`src/rtl/button_if.sv`:
```
// Debounced-button link: stable level from the debouncer, timed events back to control logic.
interface button_if;
    logic btn_level;
    logic click;
    logic dbl_click;
    logic long_press;
    logic repeat_tick;
    logic busy;

    modport master (
        output btn_level,
        input  click,
        input  dbl_click,
        input  long_press,
        input  repeat_tick,
        input  busy
    );

    modport slave (
        input  btn_level,
        output click,
        output dbl_click,
        output long_press,
        output repeat_tick,
        output busy
    );
endinterface

```
`src/rtl/button_event_decoder.sv`:
```
// Turns a debounced button level into one-cycle click / double-click / long-press events.
// Define BUTTON_AUTO_REPEAT_EN to emit repeat_tick pulses while a long press is held.
module button_event_decoder #(
    parameter int unsigned LONG_TICKS    = 50000000,
    parameter int unsigned DBL_GAP_TICKS = 25000000,
    parameter int unsigned REPEAT_TICKS  = 10000000,
    parameter int unsigned CNT_W         = 27
) (
    input logic      clk,
    input logic      rst,
    button_if.slave  bus
);

    localparam logic [2:0] StIdle   = 3'd0;
    localparam logic [2:0] StPress1 = 3'd1;
    localparam logic [2:0] StWait2  = 3'd2;
    localparam logic [2:0] StPress2 = 3'd3;
    localparam logic [2:0] StHeld   = 3'd4;

    localparam int unsigned MaxLd   = (LONG_TICKS > DBL_GAP_TICKS) ? LONG_TICKS : DBL_GAP_TICKS;
    localparam int unsigned MaxTick = (MaxLd > REPEAT_TICKS) ? MaxLd : REPEAT_TICKS;

    localparam logic [CNT_W-1:0] LongLast = CNT_W'(LONG_TICKS - 1);
    localparam logic [CNT_W-1:0] GapLast  = CNT_W'(DBL_GAP_TICKS - 1);
    localparam logic [CNT_W-1:0] CntMax   = CNT_W'(MaxTick);

    logic [2:0]       state_q, state_d;
    logic [CNT_W-1:0] cnt_q, cnt_d, cnt_inc;
    logic             level_prev_q;
    logic             click_q, click_d;
    logic             dbl_q, dbl_d;
    logic             long_q, long_d;
    logic             busy_q;
    logic             rise, fall;

    assign rise    = bus.btn_level & ~level_prev_q;
    assign fall    = ~bus.btn_level & level_prev_q;
    // Never wraps; the thresholds force a transition long before this bound matters.
    assign cnt_inc = (cnt_q >= CntMax) ? cnt_q : cnt_q + 1'b1;

`ifdef BUTTON_AUTO_REPEAT_EN
    localparam logic [CNT_W-1:0] RepLast = CNT_W'(REPEAT_TICKS - 1);
    logic rep_q, rep_d;
`endif

    always_comb begin
        state_d = state_q;
        cnt_d   = cnt_q;
        click_d = 1'b0;
        dbl_d   = 1'b0;
        long_d  = 1'b0;
`ifdef BUTTON_AUTO_REPEAT_EN
        rep_d   = 1'b0;
`endif
        case (state_q)
            StIdle: begin
                if (rise) begin
                    state_d = StPress1;
                    cnt_d   = CNT_W'(1);
                end
            end
            StPress1: begin
                // A release on the threshold cycle counts as a short press.
                if (fall) begin
                    state_d = StWait2;
                    cnt_d   = CNT_W'(1);
                end else if (bus.btn_level) begin
                    if (cnt_q == LongLast) begin
                        long_d  = 1'b1;
                        state_d = StHeld;
                        cnt_d   = '0;
                    end else begin
                        cnt_d = cnt_inc;
                    end
                end
            end
            StWait2: begin
                // A second press on the timeout cycle still makes a double-click.
                if (rise) begin
                    state_d = StPress2;
                    cnt_d   = '0;
                end else if (!bus.btn_level) begin
                    if (cnt_q == GapLast) begin
                        click_d = 1'b1;
                        state_d = StIdle;
                        cnt_d   = '0;
                    end else begin
                        cnt_d = cnt_inc;
                    end
                end
            end
            StPress2: begin
                if (fall) begin
                    dbl_d   = 1'b1;
                    state_d = StIdle;
                    cnt_d   = '0;
                end
            end
            StHeld: begin
                if (fall) begin
                    state_d = StIdle;
                    cnt_d   = '0;
                end
`ifdef BUTTON_AUTO_REPEAT_EN
                else if (bus.btn_level) begin
                    if (cnt_q == RepLast) begin
                        rep_d = 1'b1;
                        cnt_d = '0;
                    end else begin
                        cnt_d = cnt_inc;
                    end
                end
`endif
            end
            default: begin
                state_d = StIdle;
                cnt_d   = '0;
            end
        endcase
    end

    always_ff @(posedge clk) begin
        if (rst) begin
            state_q      <= StIdle;
            cnt_q        <= '0;
            level_prev_q <= 1'b1;
            click_q      <= 1'b0;
            dbl_q        <= 1'b0;
            long_q       <= 1'b0;
            busy_q       <= 1'b0;
        end else begin
            state_q      <= state_d;
            cnt_q        <= cnt_d;
            level_prev_q <= bus.btn_level;
            click_q      <= click_d;
            dbl_q        <= dbl_d;
            long_q       <= long_d;
            busy_q       <= (state_d != StIdle);
        end
    end

`ifdef BUTTON_AUTO_REPEAT_EN
    always_ff @(posedge clk) begin
        if (rst) begin
            rep_q <= 1'b0;
        end else begin
            rep_q <= rep_d;
        end
    end
    assign bus.repeat_tick = rep_q;
`else
    assign bus.repeat_tick = 1'b0;
`endif

    assign bus.click      = click_q;
    assign bus.dbl_click  = dbl_q;
    assign bus.long_press = long_q;
    assign bus.busy       = busy_q;

endmodule
```
`src/flat_wrapper.sv`:
```
// flat-port wrapper written by rule: the top's interface ports become plain ports
module button_event_decoder_flat 
#(
    parameter int unsigned LONG_TICKS    = 50000000,
    parameter int unsigned DBL_GAP_TICKS = 25000000,
    parameter int unsigned REPEAT_TICKS  = 10000000,
    parameter int unsigned CNT_W         = 27
)
  (clk, rst, bus_btn_level, bus_click, bus_dbl_click, bus_long_press, bus_repeat_tick, bus_busy);
  button_if bus_i ();
  input logic clk;
  input logic rst;
  input wire logic [$bits(bus_i.btn_level)-1:0] bus_btn_level;
  output wire logic [$bits(bus_i.click)-1:0] bus_click;
  output wire logic [$bits(bus_i.dbl_click)-1:0] bus_dbl_click;
  output wire logic [$bits(bus_i.long_press)-1:0] bus_long_press;
  output wire logic [$bits(bus_i.repeat_tick)-1:0] bus_repeat_tick;
  output wire logic [$bits(bus_i.busy)-1:0] bus_busy;
  assign bus_i.btn_level = bus_btn_level;
  assign bus_click = bus_i.click;
  assign bus_dbl_click = bus_i.dbl_click;
  assign bus_long_press = bus_i.long_press;
  assign bus_repeat_tick = bus_i.repeat_tick;
  assign bus_busy = bus_i.busy;
  button_event_decoder #(.LONG_TICKS(LONG_TICKS), .DBL_GAP_TICKS(DBL_GAP_TICKS), .REPEAT_TICKS(REPEAT_TICKS), .CNT_W(CNT_W)) u_core (.clk(clk), .rst(rst), .bus(bus_i));
endmodule
```
`config.mk`:
```
export PLATFORM = sky130hd
export DESIGN_NAME = button_event_decoder_flat
export DESIGN_NICKNAME = d
export VERILOG_FILES = /design/src/rtl/button_if.sv /design/src/rtl/button_event_decoder.sv /design/src/flat_wrapper.sv
export SDC_FILE = /design/constraint.sdc
export NUM_CORES = 1
export LEC_CHECK = 0
export ABC_AREA = 1
export BUFFER_PORTS_ARGS = -buffer_cell sky130_fd_sc_hd__buf_2
export CORE_MARGIN = 1.5
export CORE_UTILIZATION = 40
export CTS_BUF_LIST = sky130_fd_sc_hd__clkbuf_8
export DETAILED_ROUTE_END_ITERATION = 8
export PLACE_DENSITY_LB_ADDON = 0.1
export SLEW_MARGIN = 20
export SYNTH_ARGS = -nofsm -noshare
export SYNTH_HDL_FRONTEND = slang
export SYNTH_SLANG_ARGS = --single-unit
```
`constraint.sdc`:
```
create_clock -name clk -period 2.12 [get_ports clk]
set_clock_uncertainty 0.15 [all_clocks]
set_input_delay 0.106 -clock clk [delete_from_list [all_inputs] [get_ports clk]]
set_output_delay 0.106 -clock clk [all_outputs]
set_load 0.005 [all_outputs]
```
-- Word level (Yosys, flattened, before mapping)
Index checks and enable logic that the tools add are counted.
- register bits: 35
- output and inout bits: 5
- $add $sub $neg: 1
- magnitude comparators: 1
- equal/unequal tests: 10
- multiplexer cells: 22
- bitwise operators: 7
- reductions and logical operators: 7
- operator list (operator ; number):
    27-bit 2-to-1 mux ; 9
    27-bit case mux with 4 select lines ; 1
    27-bit by 1-bit adder with 27-bit output (second input constant) ; 1
    27-bit by 25-bit == test with 1-bit output (second input constant) ; 1
    27-bit by 26-bit == test with 1-bit output (second input constant) ; 1
    27-bit by 26-bit greater-or-equal comparator with 1-bit output (second input constant) ; 1
    3-bit 2-to-1 mux ; 8
    3-bit case mux with 4 select lines ; 1
    4-bit OR reduction ; 2
    3-bit by 2-bit == test with 1-bit output (second input constant) ; 2
    3-bit by 2-bit inequality test with 1-bit output (second input constant) ; 2
    1-bit inverter ; 5
    2-bit by 1-bit inequality test with 1-bit output (second input constant) ; 2
    4-bit AND reduction ; 1
    2-bit OR reduction ; 2
    3-bit by 1-bit == test with 1-bit output (second input constant) ; 1
    3-bit == test (second input constant) ; 1
    3-bit logical NOT ; 1
    1-bit 2-to-1 mux ; 3
    3-bit nonzero test ; 1
    1-bit bitwise AND ; 2

-- Longest topological paths before layout
Gate-level depths: netlist of run 1.
- depth in word-level cells: 6
- depth in mapped cells: 14
- gate-level depth less buffers: 13

-- Worst setup path before layout of run 1
OpenSTA, ideal clock, no wires.
- path kind: reg-to-reg
- start point: reg u_core.cnt_q[0]
- end point: reg u_core.cnt_q[13]
- setup time: 118 ps
- data arrival time: 1599 ps
- required time: 1852 ps
- setup slack: 253 ps
- cell stages (with the launch flop): 14
- path buffers: 1
- path through: dfxtp_1 > ha_1 > nand2_1 > nor2_2 > nand2_1 > nor2_1 > nand2_1 > o21ai_2 > nand3_2 > nand2_1 > inv_2 > buf_6 > nand2_1 > nor2_1
- word-level cells in the longest chain between the ends: 6
- RTL lines (element ; RTL line ; RTL):
    start: declaration ; button_event_decoder.sv:28 ; logic [CNT_W-1:0] cnt_q, cnt_d, cnt_inc;
    start signal: assignment ; button_event_decoder.sv:133 ; cnt_q <= cnt_d;
    27-bit by 1-bit adder with 27-bit output or 27-bit by 26-bit greater-or-equal comparator with 1-bit output (tied branches) ; button_event_decoder.sv:39 ; assign cnt_inc = (cnt_q >= CntMax) ? cnt_q : cnt_q + 1'b1;
    27-bit 2-to-1 mux ; button_event_decoder.sv:39 ;
    27-bit 2-to-1 mux (on tied branches) ; button_event_decoder.sv:83, button_event_decoder.sv:68 ;
    27-bit 2-to-1 mux (on tied branches) ; button_event_decoder.sv:82, button_event_decoder.sv:67 ;
    27-bit 2-to-1 mux (on tied branches) ; button_event_decoder.sv:79, button_event_decoder.sv:64 ;
    27-bit case mux with 4 select lines * ; button_event_decoder.sv:55 ; case (state_q)
Every way passes the cells marked *; elsewhere a longest branch is shown, timed or not. The select of a mux whose other input is x is not followed.
A chain may end at the register's enable or synchronous reset.

-- Worst setup path in the final report of run 1
- start point: reg u_core.cnt_q[0]
- end point: reg u_core.cnt_q[20]
Same word-level chain as after synthesis.

==> impl_metrics.yaml, run 1 <==
outcome:
  status: "complete, no violations"
job:
  maxCapViolCount: 0
setup_path:
  worst-path-buf-inv: 3
  reg2reg_depth: 12
  crit_fanout: 6
  crit_path_start_kind: "register"
  crit_arrival_ns: 2.07
  cp_cell_sequence: "ha_1 > nand2_1 > nor2_2 > buf_4 > nand3_2 > inv_1 > nand2_1 > nor3_4 > nand3_1 > nand2_1 > inv_1 > nor2_1"
  end_kind: "register"
  worstPathRequired_ns: 2.21
  cp-endpoint: "u_core.cnt_q[20]"
  crit_path_max_incr_delay_ns: 0.35
  reg2reg_from: "u_core.cnt_q[0]"
  reg2reg_slack_ns: 0.14
  path_class: "register to register"
  crit_slowest_cell: "dfxtp_1"
  r2r_end: "u_core.cnt_q[20]"
  worst_path_most_repeated_cell: "nand2_1"
  crit_cells: 12
  path_delay_family: "simple AND/OR/NAND/NOR gates"
  startpoint: "u_core.cnt_q[0]"
global_routing:
  grt_max_degree: 12
  grt-ovfl-total: 0
  grt_pass1_vias: 2137
  grt_pass1_wl_mm: 10.1
  antenna_found_initial: 0
  grt.total_usage: 0.208
min_path:
  min_path_type: "register to register"
  hp-start: "u_core.cnt_q[26]"
timing:
  hold_viol_final: 0
  rsz0062_at_grt: "true"
  whs_ns: 0.336
  period_needed_ns: 1.98
  fin_crit_sh: 0.935
  fmax_mhz: 505
  slew_viol_final: 0
  setup_ws_ns: 0.138
  finalSetupViolCount: 0
routing:
  initialDrtViolationCount: 164
  num_vias: 2334
  wl_mm: 6.15
  post-route-drc-count: 0
  drtPass1Iterations: 4
  routedWlPerCell_um: 12.9
  ant_nets: 0
  via_per_inst: 4.91
layout:
  diodes: 0
  final_nets: 407
  area_growth_pct: 13.3
  drive_above_1_share: 0.149
  fillCellCount: 603
place:
  place_ws_ns: 0.0779
  dp_hpwl_mm: 4.83
  place.gp.congestion: 0.955
  port_buffers: 6
power:
  power.total_mw: 1.47
  leakage_nw: 1.11
  vdd_ir_drop_max_mv: 0.340
  power_density_mw_per_mm2: 556
yosys:
  synth-edff-count: 0
  synth_async_sr_flop_share: 0
  mappedNetlistArea_mm2: 0.00233
  synth_ff_type: "dfxtp_1"
  synth_cells: 380
  synth_fp_nets: 385
  yosysWarnings: 0
  synth_cell_types: 31
  ys_seq_area_frac: 0.300
  ys_seq_elements: 35
  syn-mean-instance-area_um2: 6.14
cts:
  h-tree-depth: 2
  cts_num_sinks: 35
  clk_pin_slew_ns: 0.08
  cts_tree: "built"
  clockRootBuffer: "clkbuf_8"
  post_cts_buffers: 0
  numCtsBuffers: 5
  insertion_delay_ns: 0.29
  clockBufferDepth: 2
floorplan:
  rows: 27
  die_x_um: 79.4
  dieArea_mm2: 0.00630
  ios: 8
  coreArea_mm2: 0.00557
  dieHeight_um: 79.4
  start_util: 0.419
-- cell type report --
cell class	instances	area (um2)	share of cell area
clock buffers	7	96.3	0.0364
clock inverters	1	3.75	0.00142
inverters	66	248	0.0937
multi-input cells	272	1340	0.505
flip-flops and latches	35	703	0.266
well taps	72	90.1	0.0341
repair buffers	22	168	0.0634
-- power breakdown --
part	internal, mW	switching [mW]	total, mW
clock network	0.292	0.256	0.548
logic	0.0852	0.157	0.242
registers	0.672	0.00948	0.681
total	1.05	0.422	1.47
-- worst min path at each step --
stage	endpoint	slack, ns	cells after the start
2_1_floorplan	u_core.cnt_q[0]	0.03	1
3_3_place_gp	u_core.cnt_q[0]	0.17	2
3_5_place_dp	u_core.cnt_q[0]	0.18	2
4_1_cts	u_core.cnt_q[26]	0.34	2
5_1_grt	u_core.cnt_q[1]	0.39	2
6_report	u_core.cnt_q[26]	0.34	2
-- cells in the final DEF (no fill, tap or decap), types with 3 or more instances in the layout --
cell type  Yosys  routed
nand3_1       19      18
nand3_2        5       6
nor4_1         3       3
nor2_1        62      61
a21oi_1       11      11
xor2_1         5       5
buf_2          1       6
o21ai_2        4       4
nand2_1      105     104
nand4_1       14      14
inv_2          5       5
o21ai_0        5       5
nor3_1        15      15
nor2_4         2       3
inv_1         59      60
buf_4          2      13
dfxtp_1       35      33
nand2_2        2       3
clkbuf_8       0       7
nor2_2         5       5
-- what timing repair did --
item | 4_1_cts | 5_1_grt
hold buffers | 2 | 0
gates resized for setup | 0 | 6
hold endpoints to repair | 4 | 0
setup endpoints to repair | 0 | 11
-- worst reg2reg max path: stages, from the launching register on --
cell     delay [ns]
dfxtp_1        0.35
ha_1           0.17
nand2_1        0.07
nor2_2         0.11
buf_4          0.16
nand3_2        0.11
inv_1          0.07
nand2_1        0.10
nor3_4         0.34
nand3_1        0.13
nand2_1        0.08
inv_1          0.03
nor2_1         0.07
-- registers in the layout, summed over array words and instances, names as in the netlist --
name                   count
u_core.bus.click           1
u_core.state_q             3
u_core.bus.busy            1
u_core.cnt_q              27
u_core.bus.dbl_click       1
u_core.level_prev_q        1
u_core.bus.long_press      1
-- stage by stage --
stage | std cells | util | TNS [ns] | area (um2)
finish | 475 | 0.474 | 0 | 2640
global route | 475 | 0.474 | -0.0371 | 2640
CTS | 475 | 0.471 | 0 | 2630
detailed placement | 465 | 0.450 | 0 | 2510
global placement | 465 | 0.450 | 0 | 2510
floorplan | 380 | - | 0 | 2330
-- per-layer routing --
layer	global-route usage	vias to the layer above	routed length, um
met2	0.338	62	2830
met3	0.0366	8	296
met1	0.281	1040	2960
li1	-	1224	-
met4	0.0614	0	68
met5	0	-	0
-- synthesized netlist by cell type, types with 2 or more instances --
cell      instances  share of area
ha_1              2          0.011
nand2_2           2         0.0054
o21ai_2           4          0.015
nor3_1           15          0.032
nand3_1          19          0.041
xnor2_1           2         0.0075
nand3_2           5          0.021
nor3_2            2         0.0086
nand2_1         105           0.17
buf_6             4          0.019
dfxtp_1          35           0.30
inv_1            59          0.095
nor4_1            3         0.0080
a21oi_1          11          0.024
nand4_1          14          0.038
nor2_4            2         0.0097
inv_2             5         0.0080
buf_4             2         0.0064
clkinv_1          2         0.0032
nor2_2            5          0.013
xor2_1            5          0.019
o21ai_1           2         0.0043
o21bai_1          2         0.0064
nor2_1           62           0.10
o21ai_0           5          0.011
-- cells by family (layout without fill, tap and decap cells) --
family,after synthesis,count (layout),share of synthesized area
xor+xnor,7,7,0.0263
simple gates,237,237,0.463
buf+inv,73,96,0.134
flops,35,35,0.300
other cells,1,1,0.00161
compound gates,25,25,0.0638
fa+ha+maj,2,2,0.0107
Note: power is estimated with default switching activity, not from simulation.
==> inputs of run 2 (changes only) <==
==> constraint.sdc (replaced) <==
create_clock -name clk -period 2.12 [get_ports clk]
set_clock_uncertainty 0.15 [all_clocks]
set_input_delay 0.53 -clock clk [delete_from_list [all_inputs] [get_ports clk]]
set_output_delay 0.53 -clock clk [all_outputs]
set_load 0.005 [all_outputs]
==> run 2 against run 1 <==
Design area rose by 1.3%; maximum frequency rose by 0.66%; count of clock-buffer cells in the layout stayed put; global-route usage is 0.98 points higher; first-iteration DRC count is 7.3% lower; highest routed layer unchanged.
==> impl_metrics.yaml, run 2 (same netlist as run 1, synthesis figures left out) <==
layout:
  drive_above_1_share: 0.169
  finish.utilization: 0.480
  instances_no_fill: 480
  area_growth_pct: 14.7
  diodes: 0
  fillCellCount: 607
  top_register: "u_core.cnt_q"
  final_nets: 412
  layout_top_registers: "u_core.cnt_q x27, u_core.state_q x3"
  final_common_cell: "nand2_1"
  final_cell_area_mm2: 0.00268
  final_cell_mix: "nand2_1 (103), inv_1 (60), nor2_1 (60), dfxtp_1 (33), buf_4 (20)"
  largest_reg_flops: 27
global_routing:
  antenna_found_initial: 0
  grt.total_usage: 0.218
  grt-ovfl-total: 0
  grt_max_degree: 12
  grt_pass1_wl_mm: 10.6
  grt_pass1_vias: 2273
setup_path:
  worstPathRequired_ns: 2.16
  crit_slowest_cell: "dfxtp_2"
  path_delay_family: "simple AND/OR/NAND/NOR gates"
  crit_path_max_incr_delay_ns: 0.35
  cp-endpoint: "u_core.cnt_q[22]"
  r2r_end: "u_core.cnt_q[22]"
  cp_cell_sequence: "ha_2 > nand2_1 > nor2_4 > nand3_1 > nor3_1 > nand2_1 > nor2_2 > nand3_1 > o21ai_2 > nor2_1"
  crit_fanout: 4
  path_class: "register to register"
  reg2reg_depth: 10
  worst-path-buf-inv: 0
  crit_cells: 10
  reg2reg_slack_ns: 0.15
  end_kind: "register"
  crit_path_start_kind: "register"
  startpoint: "u_core.cnt_q[1]"
  reg2reg_from: "u_core.cnt_q[1]"
  crit_arrival_ns: 2.01
outcome:
  status: "complete, no violations"
floorplan:
  rows: 27
  coreArea_mm2: 0.00557
  start_util: 0.419
  die_x_um: 79.4
  dieHeight_um: 79.4
  ios: 8
  dieArea_mm2: 0.00630
timing:
  fin_crit_sh: 0.929
  slew_viol_final: 0
  period_needed_ns: 1.97
  hold_viol_final: 0
  finalSetupViolCount: 0
  setup_ws_ns: 0.151
  fmax_mhz: 508
  rsz0062_at_grt: "false"
  setup_tns_ns: 0
cts:
  cts_num_sinks: 35
  clockBufferDepth: 2
  hold_buffers: 0
  h-tree-depth: 2
  insertion_delay_ns: 0.29
  cts_tree: "built"
  clk_pin_slew_ns: 0.07
  numCtsBuffers: 5
  clockRootBuffer: "clkbuf_8"
routing:
  wl_mm: 6.14
  via_per_inst: 4.89
  initialDrtViolationCount: 152
  post-route-drc-count: 0
  num_vias: 2346
  routedWlPerCell_um: 12.8
  ant_nets: 0
  drtPass1Iterations: 4
min_path:
  min_path_type: "input pin to register"
  hp-start: "rst"
  whs_path_depth: 2
place:
  port_buffers: 6
  dp_cells: 469
  dp_hpwl_mm: 4.83
  dpl_cell_area_mm2: 0.00252
  place_ws_ns: -0.0370
  place.gp.congestion: 0.874
power:
  vdd_ir_drop_max_mv: 0.307
  power_density_mw_per_mm2: 554
  leakage_nw: 1.14
job:
  maxCapViolCount: 0
==> run 2: cell types whose count changed in the layout (fill, tap and decap cells not counted), sizes merged <==
cell         previous run  this run
dlygate4sd3             2         0
buf                    20        27
==> run 2: cell type report <==
type / count / area [um2] / share of cell area
Clock inverter: 1 / 3.75 / 0.00140
Timing Repair Buffer: 27 / 191 / 0.0715
Inverter: 66 / 250 / 0.0935
Tap cell: 72 / 90.1 / 0.0336
Multi-Input combinational cell: 272 / 1340 / 0.501
Clock buffer: 7 / 96.3 / 0.0360
Sequential cell: 35 / 703 / 0.263
==> run 2: power breakdown <==
group	internal [mW]	leakage (nW)	switching, mW
clock network	0.292	0.0557	0.253
logic	0.0964	0.804	0.161
registers	0.672	0.284	0.00969
total	1.06	1.14	0.424
==> run 2: per-stage QoR <==
stage / hold WS (ns) / power, mW
after floorplan: 0.307 / 0.865
after global placement: 0.337 / 0.942
after detailed placement: 0.348 / 0.940
after CTS: 0.295 / 1.48
after global routing: 0.301 / 1.56
final: 0.294 / 1.48
==> run 2: layer usage <==
layer | track usage | vias up | wire (um)
met3 | 0.0423 | 12 | 210
met2 | 0.361 | 37 | 2840
met5 | 0 | - | 0
met4 | 0.0649 | 0 | 112
met1 | 0.286 | 1062 | 2980
li1 | - | 1235 | -
==> run 2: how the worst min path moves through the flow <==
stage                                       to  slack [ns]
after global routing      u_core.bus.dbl_click        0.30
after floorplan               u_core.cnt_q[26]        0.31
after detailed placement      u_core.cnt_q[26]        0.35
after global placement        u_core.cnt_q[26]        0.34
after CTS                      u_core.cnt_q[0]        0.30
final                          u_core.cnt_q[0]        0.29
==> run 2: repair_timing <==
action / in CTS / in global routing
gates resized for setup: 0 / 11
setup buffers: 0 / 3
hold endpoints to repair: 0 / 0
endpoints found under the setup margin: 0 / 27
==> inputs of run 3 (changes only) <==
--- a/config.mk
+++ b/config.mk
@@ -11,6 +11,7 @@
 export CORE_UTILIZATION = 40
 export CTS_BUF_LIST = sky130_fd_sc_hd__clkbuf_8
 export DETAILED_ROUTE_END_ITERATION = 8
+export GPL_TIMING_DRIVEN = 0
 export PLACE_DENSITY_LB_ADDON = 0.1
 export SLEW_MARGIN = 20
 export SYNTH_ARGS = -nofsm -noshare
==> run 3 against run 2 <==
Die area unchanged; power decreased by 6.3%; first-iteration DRC count decreased by 19%; worst hold slack got worse by 0.0053 ns; setup slack got worse by 0.063 ns; utilization decreased by 0.43 points; critical endpoint is now u_core.cnt_q[16]; largest power group unchanged; highest routed layer unchanged.
==> impl_metrics.yaml, run 3 (same netlist as run 1, synthesis figures left out) <==
cts:
  clockBufferDepth: 2
  cts_num_sinks: 35
  clk_pin_slew_ns: 0.07
  numCtsBuffers: 5
  insertion_delay_ns: 0.29
  cts_tree: "built"
  clockRootBuffer: "clkbuf_8"
  h-tree-depth: 2
floorplan:
  rows: 27
  ios: 8
  die_x_um: 79.4
  dieArea_mm2: 0.00630
  start_util: 0.419
  dieHeight_um: 79.4
  coreArea_mm2: 0.00557
power:
  leakage_nw: 1.11
  switching_share: 0.295
  p_seq_frac: 0.490
  power_density_mw_per_mm2: 524
  p_sw_mw: 0.410
  p_clk_frac: 0.326
  intPower_mw: 0.981
  vdd_ir_drop_max_mv: 0.332
  p_comb_frac: 0.183
setup_path:
  end_kind: "register"
  crit_slowest_cell: "dfxtp_1"
  path_delay_family: "simple AND/OR/NAND/NOR gates"
  worst-path-buf-inv: 3
  crit_arrival_ns: 2.07
  crit_path_start_kind: "register"
  crit_path_max_incr_delay_ns: 0.31
  path_class: "register to register"
  worstPathRequired_ns: 2.16
  crit_fanout: 10
  cp_cell_sequence: "clkbuf_4 > nand2_2 > nor2_4 > nand3_2 > nor2_2 > nand2_1 > o21ai_2 > nand3_2 > nand2_2 > inv_2 > buf_6 > nand2_1 > nor2_1"
place:
  port_buffers: 6
  dpl_cell_area_mm2: 0.00245
  dp_cells: 458
  place.gp.congestion: 0.886
  dp_hpwl_mm: 4.63
  place_ws_ns: -0.157
routing:
  drtPass1Iterations: 4
  initialDrtViolationCount: 123
  routedWlPerCell_um: 12.7
  num_vias: 2316
  via_per_inst: 4.88
  wl_mm: 6.04
  post-route-drc-count: 0
  ant_nets: 0
timing:
  period_needed_ns: 2.03
  setup_ws_ns: 0.0881
  rsz0062_at_grt: "true"
  fmax_mhz: 492
  setup_tns_ns: 0
  hold_viol_final: 0
  whs_ns: 0.289
  finalSetupViolCount: 0
  slew_viol_final: 0
  fin_crit_sh: 0.958
layout:
  final_cell_mix: "nand2_1 (100), inv_1 (60), nor2_1 (60), dfxtp_1 (31), nand3_1 (18)"
  instances_no_fill: 475
  diodes: 0
  final_nets: 409
  final_common_cell: "nand2_1"
  drive_above_1_share: 0.174
  layout_top_registers: "u_core.cnt_q x27, u_core.state_q x3"
  top_register: "u_core.cnt_q"
  area_growth_pct: 13.7
  final_cell_area_mm2: 0.00265
  largest_reg_flops: 27
outcome:
  status: "complete, no violations"
job:
  maxCapViolCount: 0
global_routing:
  grt_pass1_vias: 2051
  grt-ovfl-total: 0
  grt.total_usage: 0.206
  grt_max_degree: 11
  antenna_found_initial: 0
  grt_pass1_wl_mm: 9.76
min_path:
  min_path_type: "input pin to register"
run 3: cell count changes in the layout (fill, tap and decap cells not counted), sizes merged:
cell    previous run  this run
buf               27        23
clkbuf             7         6
run 3: power by group through the flow:
stage                     combinational, mW  clock, mW  sequential (mW)
final                                 0.255      0.454            0.682
after global routing                  0.282      0.495            0.684
after CTS                             0.229      0.467            0.683
after detailed placement              0.228          0            0.698
after global placement                0.229          0            0.698
after floorplan                       0.169          0            0.696
run 3: final cells by class:
cell class | count | area (um2)
fill | 594 | 2920
multi-input combinational | 272 | 1360
sequential | 35 | 708
inverter | 66 | 248
timing repair buffer | 17 | 113
tap | 72 | 90.1
clock buffer | 5 | 68.8
buffer | 7 | 67.6
clock inverter | 1 | 3.75
run 3: worst paths after layout:
check                   start               end  slack, ns  cells after the start
max          u_core.cnt_q[15]  u_core.cnt_q[16]       0.09                     13
min                       rst   u_core.cnt_q[0]       0.29                      2
max reg2reg  u_core.cnt_q[15]  u_core.cnt_q[16]       0.09                     13
min reg2reg  u_core.cnt_q[26]  u_core.cnt_q[26]       0.34                      2
run 3: routing by layer:
layer | up-vias | share of wire | GRT usage
met5 | - | 0 | 0
met4 | 0 | 0.024 | 0.0754
met3 | 10 | 0.034 | 0.0514
met2 | 36 | 0.47 | 0.328
met1 | 1042 | 0.48 | 0.267
li1 | 1228 | - | -
run 3: worst register-to-register path: stages (launching register included):
cell,delay [ns]
dfxtp_1,0.31
clkbuf_4,0.18
nand2_2,0.09
nor2_4,0.17
nand3_2,0.11
nor2_2,0.14
nand2_1,0.07
o21ai_2,0.17
nand3_2,0.13
nand2_2,0.12
inv_2,0.05
buf_6,0.14
nand2_1,0.07
nor2_1,0.04
run 3: through the flow:
step	power, mW	util
final	1.39	0.476
after global routing	1.46	0.476
after CTS	1.38	0.454
after detailed placement	0.925	0.440
after global placement	0.926	0.440
after floorplan	0.865	-
run 3: repair_timing:
action / in CTS / in global routing
pin swaps: 0 / 8
resized for setup: 2 / 15
hold buffers: 0 / 0
setup buffers: 0 / 11
setup endpoints to repair: 21 / 26
